## config.mk

```make
export PLATFORM = sky130hd
export DESIGN_NAME = ro_freq_meter
export DESIGN_NICKNAME = d
export VERILOG_FILES = /design/src/rtl/ro_freq_meter.sv
export SDC_FILE = /design/constraint.sdc
export NUM_CORES = 1
export LEC_CHECK = 0
export ABC_AREA = 1
export CORE_ASPECT_RATIO = 1.1
export CORE_UTILIZATION = 40
export CTS_CLUSTER_DIAMETER = 30
export CTS_CLUSTER_SIZE = 12
export DETAILED_ROUTE_END_ITERATION = 16
export DONT_BUFFER_PORTS = 1
export GPL_TIMING_DRIVEN = 0
export PLACE_DENSITY_LB_ADDON = 0.08
export SLEW_MARGIN = 5
export SYNTH_ARGS = -nofsm -noshare
export SYNTH_HDL_FRONTEND = slang
export SYNTH_SLANG_ARGS = --single-unit
```

## constraint.sdc

```tcl
create_clock -name clk -period 3.9 [get_ports clk]
set_clock_uncertainty 0.2 [all_clocks]
set_input_delay 0.195 -clock clk [delete_from_list [all_inputs] [get_ports clk]]
set_output_delay 0.195 -clock clk [all_outputs]
set_load 0.1 [all_outputs]
```

## src/rtl/ro_freq_meter.sv

```systemverilog
// rtl/ro_freq_meter.sv - ring-oscillator frequency meter: settle, gated edge count, saturating result
module ro_freq_meter #(
    parameter int COUNT_W       = 32,
    parameter int GATE_W        = 24,
    parameter int GATE_CYCLES   = 1000000,
    parameter int SETTLE_CYCLES = 16
) (
    input  logic               clk,
    input  logic               rst_n,
    input  logic               start,
    input  logic               ro_in,
    output logic               ro_enable,
    output logic               busy,
    output logic               done,
    output logic [COUNT_W-1:0] count,
    output logic               overflow
);

    typedef enum logic [1:0] {
        ST_IDLE   = 2'd0,
        ST_SETTLE = 2'd1,
        ST_GATE   = 2'd2,
        ST_DONE   = 2'd3
    } state_t;

    localparam logic [GATE_W-1:0]  GATE_LOAD   = GATE_W'(GATE_CYCLES - 1);
    localparam logic [GATE_W-1:0]  SETTLE_LOAD = GATE_W'(SETTLE_CYCLES - 1);
    localparam logic [COUNT_W-1:0] ACC_MAX     = '1;

    state_t              state;
    logic [GATE_W-1:0]   timer;
    logic [COUNT_W-1:0]  acc;
    logic                sat;
    logic [COUNT_W-1:0]  acc_nxt;
    logic                sat_nxt;
    logic                s1, s2, s3;
    logic                rise;

    // Bring ro_in into the clk domain and keep one extra stage for edge detection
    always_ff @(posedge clk or negedge rst_n) begin
        if (!rst_n) begin
            s1 <= 1'b0;
            s2 <= 1'b0;
            s3 <= 1'b0;
        end else begin
            s1 <= ro_in;
            s2 <= s1;
            s3 <= s2;
        end
    end

    assign rise = s2 & ~s3;

    // Saturating accumulate of this cycle's rising edge; sat latches once an edge is lost
    always_comb begin
        acc_nxt = acc;
        sat_nxt = sat;
        if (rise) begin
            if (acc == ACC_MAX) begin
                sat_nxt = 1'b1;
            end else begin
                acc_nxt = acc + 1'b1;
            end
        end
    end

    // Measurement sequencer; the result is published on the GATE->DONE transition
    // so count/overflow are already valid in the cycle done is high
    always_ff @(posedge clk or negedge rst_n) begin
        if (!rst_n) begin
            state     <= ST_IDLE;
            timer     <= '0;
            acc       <= '0;
            sat       <= 1'b0;
            ro_enable <= 1'b0;
            busy      <= 1'b0;
            done      <= 1'b0;
            count     <= '0;
            overflow  <= 1'b0;
        end else begin
            done <= 1'b0;
            case (state)
                ST_IDLE: begin
                    if (start) begin
                        state     <= ST_SETTLE;
                        timer     <= SETTLE_LOAD;
                        acc       <= '0;
                        sat       <= 1'b0;
                        ro_enable <= 1'b1;
                        busy      <= 1'b1;
                    end
                end
                ST_SETTLE: begin
                    if (timer == '0) begin
                        state <= ST_GATE;
                        timer <= GATE_LOAD;
                    end else begin
                        timer <= timer - 1'b1;
                    end
                end
                ST_GATE: begin
                    acc <= acc_nxt;
                    sat <= sat_nxt;
                    if (timer == '0) begin
                        state     <= ST_DONE;
                        count     <= acc_nxt;
                        overflow  <= sat_nxt;
                        done      <= 1'b1;
                        ro_enable <= 1'b0;
                        busy      <= 1'b0;
                    end else begin
                        timer <= timer - 1'b1;
                    end
                end
                ST_DONE: begin
                    state <= ST_IDLE;
                end
                default: begin
                    state <= ST_IDLE;
                end
            endcase
        end
    end

endmodule

```

==> results.yml, run 1 <==
run_status:
  outcome: "completed"
critical_path:
  cp.arrival_ns: 2.71
  cp_top_family: "buffers and inverters"
  path_cells: "inv_1 -> ha_1 -> clkbuf_2 -> inv_2 -> nor2_1 -> inv_1 -> nand2_1 -> inv_1 -> clkbuf_1 -> nand2_1 -> nand2_1"
  crit_buf_inv: 6
  cpPeakStageDelay_ns: 0.51
  reg2regPathDepth: 11
  rr_startpoint: "state[0]$_DFFE_PN0P_"
  cp.required_ns: 4.00
  ff2ff_setup_slack_ns: 1.29
  crit_type: "flip-flop to flip-flop"
  crit_slowest_cell: "clkbuf_1"
  cp-end-kind: "flip-flop"
  startpoint_type: "flip-flop"
  reg2reg_to: "acc[24]$_DFFE_PN0P_"
  crit_path_max_fanout: 10
logic_synthesis:
  synth_ff_type: "dfrtp_1"
  yosysMostFrequentCell: "nand2_1"
  yosys-top-cells-count: "nand2_1, nor2_1, nand3_1"
  synthArstFlopShare_pct: 100
  synth-seq-area-share_pct: 39.7
  ys_types: 27
  yosys.area.top_type: "dfrtp_1"
  synth-seq-cells: 97
  yosys_warnings: 0
  avgSynthCellArea_um2: 6.78
  syn_area_um2: 6110
  ys_top_cells_by_area: "dfrtp_1, nand2_1, nand3_1"
  synthesis.nets: 912
  syn_inst: 901
  synth_top_cell_area_share_pct: 39.7
  synth_edf_count: 0
floorplan:
  ioPinCount: 40
  dieArea_um2: 15800
  core_um2: 15000
  fp.dieW_um: 120
  rows: 47
  start_util_pct: 40.8
  die_y_um: 132
clock_tree:
  insertion_delay_ns: 0.36
  numCtsBuffers: 9
  post_cts_resized: 0
  root_buffer: "clkbuf_16"
  htree_levels: 3
  cts_sinks: 97
  cts_tree: "done"
  cts_buffer_depth: 2
  post_cts_buffers: 0
  clk_pin_slew_worst_paths_ns: 0.07
placed_design:
  io_buffer_count: 0
  hpwlAfterDp_um: 13400
  place.gp.congestion: 0.928
  dp.cells: 1097
detailed_routing:
  viasPerCell: 5.00
  vias: 5588
  final_antenna_net_count: 0
  drt-initial-drc-count: 285
  drt_pass1_iterations: 4
  post_drt_wl_per_cell_um: 15.9
  wirelength_um: 17700
  route.detailed.drc: 0
worst_hold_path:
  hold_depth: 3
  hold_end: "sat$_DFFE_PN0P_"
  min-delay-path-class: "input port to flip-flop"
  min_from: "start"
sta:
  holdWs_ns: 0.0191
  setup_violations: 0
  hold_viol: 0
  period_share_pct: 66.9
  relSlewSlack_pct: 35.6
  worst_pin_slew_ns: 0.966
  final.setup.tns_ns: 0
  max_freq_mhz: 383
  drv_slew: 0
  rsz0062_at_grt: "false"
  min_period_ns: 2.61
finish:
  area_delta_synth_final_pct: 9.95
  diodes: 0
  nNetsFinal: 927
  stdcell_count: 1117
  drive_above_1_share_pct: 8.79
run:
  cap_violations: 0
grt:
  grt_pass1_vias: 5429
  grt-ovfl-total: 0
  grt.total_usage_pct: 23.8
  antenna_found_initial: 0
  grt_max_degree: 98
  grt_first_pass_wirelength_um: 28600
pwr:
  leakagePower_nw: 3.41
  peakVddDrop_mv: 0.438
  p_per_area_nw_per_um2: 794
## tightest hold or removal path, cell delays in order
cell     delay, ns
nand2_1       0.03
nand2_1       0.20
o21ai_0       0.11
## stage by stage
stage	total power [W]	utilization, %	instance area, um2	setup WS [ns]
detailed placement	0.00440	42.4	6360	1.26
floorplan	0.00390	-	6110	1.99
finish	0.00534	44.8	6720	1.29
global placement	0.00439	42.4	6360	1.25
CTS	0.00538	44.8	6720	1.24
global route	0.00570	44.8	6720	1.06
## what timing repair did
action	4_1_cts	5_1_grt
endpoints found under the setup margin	0	0
hold endpoints to repair	100	0
hold buffers	4	0
## layer usage
metal	vias up	GRT usage, %	wire [um]
li1	2888	-	-
met1	2570	27.7	7580
met2	94	41.9	8980
met3	36	3.86	559
met4	0	11.5	606
met5	-	0	0
## state kept, by name, indices dropped and copies added, names as in the netlist
signal    count
s2            1
done          1
count        32
s1            1
acc          32
sat           1
overflow      1
busy          1
timer        24
state         2
s3            1
## worst max path at each step
| stage | to | start | cells past startpoint |
|---|---|---|---|
| finish | acc[24]$_DFFE_PN0P_ | state[0]$_DFFE_PN0P_ | 11 |
| global route | acc[22]$_DFFE_PN0P_ | state[0]$_DFFE_PN0P_ | 11 |
| CTS | acc[21]$_DFFE_PN0P_ | state[0]$_DFFE_PN0P_ | 11 |
| detailed placement | acc[22]$_DFFE_PN0P_ | state[0]$_DFFE_PN0P_ | 11 |
| global placement | acc[21]$_DFFE_PN0P_ | state[0]$_DFFE_PN0P_ | 11 |
| floorplan | count[6]$_DFFE_PN0P_ | timer[0]$_DFFE_PN0P_ | 11 |
## cell families after synthesis
group,after synthesis,synth area share [%]
and+or+nand+nor,625,44.8
buffers and inverters,109,7.43
DFF,97,39.7
AOI/OAI and AO/OA,43,3.77
xor gates and xnor gates,20,2.87
adders and majority gates,7,1.43
## cell usage in the layout (no fill, tap or decap), types with 13 or more instances in the layout
| master | instances |
|---|---|
| nor2_1 | 112 |
| buf_2 | 14 |
| o21ai_0 | 20 |
| nand3_1 | 104 |
| dfrtp_1 | 97 |
| nand3_2 | 23 |
| nand4_1 | 15 |
| o21ai_1 | 13 |
| xor2_1 | 18 |
| inv_1 | 74 |
| nand2_1 | 349 |
## layout make-up
cell class | count | area, um2
tap | 196 | 245
buffer | 29 | 154
clock inverter | 6 | 66.3
inverter | 80 | 300
multi-input combinational | 695 | 3230
timing repair buffer | 4 | 57.6
clock buffer | 10 | 239
sequential | 97 | 2430
fill | 1609 | 8280
## power breakdown
part / switching (W) / total (W) / internal [W]
Combinational: 0.00118 / 0.00170 / 0.000519
Clock: 0.000416 / 0.000934 / 0.000517
Sequential: 0.00140 / 0.00271 / 0.00131
Total: 0.00299 / 0.00534 / 0.00234
No activity file was read; power rests on OpenSTA's default activity.
==> run 2: changes to the inputs <==
==> constraint.sdc (replaced) <==
create_clock -name clk -period 2.5 [get_ports clk]
set_clock_uncertainty 0.2 [all_clocks]
set_input_delay 0.125 -clock clk [delete_from_list [all_inputs] [get_ports clk]]
set_output_delay 0.125 -clock clk [all_outputs]
set_load 0.1 [all_outputs]
==> results.yml, run 2 (same netlist as run 1, synthesis figures left out) <==
run_status:
  outcome: "finished, violations left"
  violations: "negative hold slack"
placed_design:
  io_buffer_count: 0
  hpwlAfterDp_um: 13400
  place.gp.congestion: 0.928
  dpl-instance-area_um2: 6360
finish:
  final_cell_mix: "nand2_1, nor2_1, nand3_1"
  top_regs: "acc (32), count (32), timer (24)"
  diodes: 0
  multi_input_comb_area_um2: 3230
  drive_above_1_share_pct: 9.14
  nNetsFinal: 925
  final_common_cell: "nand2_1"
  nFillCells: 1612
  area_delta_synth_final_pct: 9.46
  fin_area_um2: 6690
  seq_area_um2: 2430
pwr:
  p_clk_share_pct: 17.5
  power_frac_comb_pct: 31.6
  p_per_area_nw_per_um2: 1240
  power.share.switching_pct: 55.9
  switchingPower_w: 0.00465
  peakVddDrop_mv: 0.731
  internal-power_w: 0.00366
  leakagePower_nw: 3.40
  total_power_w: 0.00831
  seq_power_share_pct: 50.9
grt:
  antenna_found_initial: 0
  met2_usage_pct: 41.9
  grt_first_pass_wirelength_um: 28600
  grt_busiest_layer: "met2"
  grt_pass1_vias: 5451
  grtUsageMet1_pct: 27.2
  grt.total_usage_pct: 23.7
  grt_max_degree: 98
  grtUsageMet3_pct: 3.91
  grt-ovfl-total: 0
sta:
  hold_viol: 97
  min_period_ns: 2.32
  worst_pin_slew_ns: 0.965
  setup_violations: 0
  rsz0062_at_grt: "false"
  max_freq_mhz: 431
  relSlewSlack_pct: 35.7
  drv_slew: 0
  period_share_pct: 92.9
  final.setup.tns_ns: 0
  holdWs_ns: -0.747
critical_path:
  crit_buf_inv: 6
  crit_slowest_cell: "dfrtp_1"
  path_cells: "inv_1 -> ha_1 -> clkbuf_2 -> inv_2 -> nor2_1 -> inv_1 -> nand2_2 -> inv_1 -> buf_2 -> o21ai_0"
  startpoint_type: "flip-flop"
  cp.required_ns: 2.53
  cp-end-kind: "flip-flop"
  cp_top_family: "buffers and inverters"
  cp.arrival_ns: 2.35
  crit_type: "flip-flop to flip-flop"
  crit_path_max_fanout: 10
  crit_top_cell: "inv_1"
  cpPeakStageDelay_ns: 0.40
clock_tree:
  root_buffer: "clkbuf_16"
  htree_levels: 3
  insertion_delay_ns: 0.36
  cts_tree: "done"
  post_cts_buffers: 0
  cts_buffer_depth: 2
  numCtsBuffers: 9
  clk_pin_slew_worst_paths_ns: 0.08
  cts_hold_buf: 2
  cts_sinks: 97
floorplan:
  die_y_um: 132
  ioPinCount: 40
  fp.dieW_um: 120
  dieArea_um2: 15800
  rows: 47
  start_util_pct: 40.8
  core_um2: 15000
run:
  cap_violations: 0
detailed_routing:
  post_drt_wl_per_cell_um: 15.9
  drt_pass1_iterations: 4
  final_antenna_net_count: 0
  route.detailed.drc: 0
  wirelength_um: 17700
  viasPerCell: 4.98
  vias: 5549
  drt-initial-drc-count: 310
worst_hold_path:
  min-delay-path-class: "input port to asynchronous set/reset pin"
-- run 2: through the flow --
step                hold WS [ns]  util, %  cells  setup slack [ns]
finish                    -0.747     44.6   1115             0.178
CTS                       -0.753     44.6   1115            0.0622
global placement          -0.366     42.4   1097            -0.146
detailed placement        -0.367     42.4   1097            -0.137
floorplan                 -0.371        -    901             0.590
global route              -0.752     44.6   1115            0.0203
-- run 2: what timing repair did --
action / in CTS / in global routing
setup endpoints to repair: 20 / 34
gates cloned: 0 / 0
hold endpoints to repair: 105 / 97
resized for setup: 2 / 3
-- run 2: path summary, 6_finish.rpt --
path	from	end	slack [ns]	depth (start not counted)
max	state[0]$_DFFE_PN0P_	busy$_DFFE_PN0P_	0.18	10
min	rst_n	acc[24]$_DFFE_PN0P_	-0.75	0
max reg2reg	state[0]$_DFFE_PN0P_	busy$_DFFE_PN0P_	0.18	10
min reg2reg	s1$_DFF_PN0_	s2$_DFF_PN0_	0.15	0
max in group asynchronous	rst_n	count[1]$_DFFE_PN0P_	2.69	0
min in group clk	ro_in	s1$_DFF_PN0_	0.12	1
-- run 2: per-layer routing --
metal / routed length, um / part of all wire (%)
met2: 8940 / 51
met5: 0 / 0
met3: 616 / 3.5
met4: 678 / 3.8
met1: 7460 / 42
-- run 2: layout make-up --
type,instances,share of cell area [%]
Clock inverter,6,0.991
Tap cell,196,3.67
Multi-Input combinational cell,695,48.4
Clock buffer,10,3.57
Sequential cell,97,36.3
Timing Repair Buffer,2,0.299
Buffer,29,2.34
Inverter,80,4.49
-- run 2: power groups by stage --
| stage | combinational [W] | sequential (W) | clock, W |
|---|---|---|---|
| 2_1_floorplan | 0.00200 | 0.00408 | 0 |
| 3_3_place_gp | 0.00260 | 0.00425 | 0 |
| 3_5_place_dp | 0.00262 | 0.00425 | 0 |
| 4_1_cts | 0.00264 | 0.00423 | 0.00150 |
| 5_1_grt | 0.00301 | 0.00431 | 0.00154 |
| 6_report | 0.00263 | 0.00422 | 0.00146 |
-- run 2: worst reg2reg max path, delay by kind of cell (launching register included) --
family	cells	cell delay, ns
adders and majority gates	1	0.20
and+or+nand+nor	2	0.20
buffers and inverters	6	1.06
DFF	1	0.40
AOI/OAI and AO/OA	1	0.13
==> run 3: changes to the inputs <==
--- a/config.mk
+++ b/config.mk
@@ -7,7 +7,7 @@
 export LEC_CHECK = 0
 export ABC_AREA = 1
 export CORE_ASPECT_RATIO = 1.1
-export CORE_UTILIZATION = 40
+export CORE_UTILIZATION = 30
 export CTS_CLUSTER_DIAMETER = 30
 export CTS_CLUSTER_SIZE = 12
 export DETAILED_ROUTE_END_ITERATION = 16
==> results.yml, run 3 (same netlist as run 1, synthesis figures left out) <==
pwr:
  p_per_area_nw_per_um2: 1250
  leakagePower_nw: 3.39
  peakVddDrop_mv: 0.634
  total_power_w: 0.00845
run_status:
  outcome: "finished, violations left"
  violations: "design-rule violations, negative hold slack"
critical_path:
  cp-end-kind: "flip-flop"
  crit_path_max_fanout: 10
  cp.arrival_ns: 2.49
  cp.required_ns: 2.60
  crit_slowest_cell: "dfrtp_1"
  ff2ff_setup_slack_ns: 0.10
  startpoint_type: "flip-flop"
  crit_buf_inv: 1
  cpPeakStageDelay_ns: 0.44
  crit_type: "flip-flop to flip-flop"
  cp_top_family: "simple AND/OR/NAND/NOR gates"
  path_cells: "nor2_2 -> nand2_1 -> nor2_2 -> nand3_2 -> nor2_4 -> buf_4 -> nand3_1 -> nand2_1"
clock_tree:
  root_buffer: "clkbuf_16"
  cts_hold_buf: 2
  cts_buffer_depth: 2
  cts_sinks: 97
  post_cts_buffers: 0
  htree_levels: 3
  clk_pin_slew_worst_paths_ns: 0.07
  cts_tree: "done"
  insertion_delay_ns: 0.36
  numCtsBuffers: 9
sta:
  drv_slew: 0
  period_share_pct: 95.8
  holdWs_ns: -0.740
  final.setup.tns_ns: 0
  relSlewSlack_pct: 37.3
  rsz0062_at_grt: "false"
  max_freq_mhz: 417
  hold_viol: 97
  setup_violations: 0
  worst_pin_slew_ns: 0.941
  min_period_ns: 2.40
  final.setup.worst_slack_ns: 0.104
worst_hold_path:
  min-delay-path-class: "input port to asynchronous set/reset pin"
detailed_routing:
  final_antenna_net_count: 0
  drt_pass1_iterations: 12
  wirelength_um: 19300
  post_drt_wl_per_cell_um: 16.5
  route.detailed.drc: 4
  drt-initial-drc-count: 317
  vias: 5592
  viasPerCell: 4.78
grt:
  grt-ovfl-total: 0
  grt_pass1_vias: 5567
  antenna_found_initial: 0
  grt.total_usage_pct: 19.1
  grt_max_degree: 98
  grt_first_pass_wirelength_um: 30600
finish:
  top_regs: "acc (32), count (32), timer (24)"
  diodes: 0
  final_common_cell: "nand2_1"
  area_delta_synth_final_pct: 10.8
  fin_util_pct: 34.0
  nNetsFinal: 925
  nFillCells: 2175
  final_cell_mix: "nand2_1, nor2_1, nand3_1"
  drive_above_1_share_pct: 8.92
floorplan:
  ioPinCount: 40
  start_util_pct: 30.7
  rows: 54
  die_y_um: 152
  dieArea_um2: 20900
  core_um2: 19900
  fp.dieW_um: 138
run:
  cap_violations: 0
placed_design:
  place.gp.congestion: 0.895
  place_ws_ns: -0.195
  hpwlAfterDp_um: 14400
  io_buffer_count: 0
## run 3: cell count changes in the layout (fill, tap and decap cells not counted)
cell / previous run / this run
inv_1: 74 / 73
clkinvlp_4: 0 / 1
clkbuf_4: 0 / 2
clkbuf_2: 2 / 1
inv_2: 6 / 7
clkbuf_8: 1 / 0
buf_2: 15 / 14
clkinv_2: 2 / 0
clkinv_4: 2 / 0
bufinv_16: 1 / 2
clkbuf_1: 7 / 10
## run 3: repair_timing
item                                    4_1_cts  5_1_grt
hold endpoints to repair                    102       97
pin swaps                                     0        0
endpoints found under the setup margin       20       67
gates resized for setup                       3        5
## run 3: where the power goes
part	switching (W)	internal [W]
combinational	0.00186	0.000823
sequential	0.00219	0.00204
clock	0.000660	0.000884
total	0.00470	0.00375
## run 3: routing by layer
layer	part of all wire (%)	vias up	track usage [%]
met4	2.0	0	6.97
met1	45	2612	23.4
met3	3.3	19	2.61
met5	0	-	0
met2	49	91	34.6
li1	-	2870	-
## run 3: layout make-up
type / instances / area [um2] / share of cell area [%]
Multi-Input combinational cell: 695 / 3230 / 47.8
Sequential cell: 97 / 2430 / 35.8
Tap cell: 252 / 315 / 4.66
Inverter: 80 / 300 / 4.43
Clock buffer: 12 / 236 / 3.49
Buffer: 29 / 161 / 2.38
Clock inverter: 4 / 76.3 / 1.13
Timing Repair Buffer: 2 / 20.0 / 0.296
## run 3: final timing paths
| path | cells past startpoint | start | endpoint |
|---|---|---|---|
| max | 8 | timer[8]$_DFFE_PN0P_ | count[11]$_DFFE_PN0P_ |
| min | 0 | rst_n | acc[24]$_DFFE_PN0P_ |
| max reg2reg | 8 | timer[8]$_DFFE_PN0P_ | count[11]$_DFFE_PN0P_ |
| min reg2reg | 0 | s1$_DFF_PN0_ | s2$_DFF_PN0_ |
| max in group asynchronous | 0 | rst_n | acc[2]$_DFFE_PN0P_ |
| min in group clk | 4 | start | acc[2]$_DFFE_PN0P_ |
## run 3: through the flow
step | instance area (um2) | instances
2_1_floorplan | 6110 | 901
3_3_place_gp | 6430 | 1153
3_5_place_dp | 6430 | 1153
4_1_cts | 6760 | 1171
5_1_grt | 6770 | 1171
6_report | 6770 | 1171
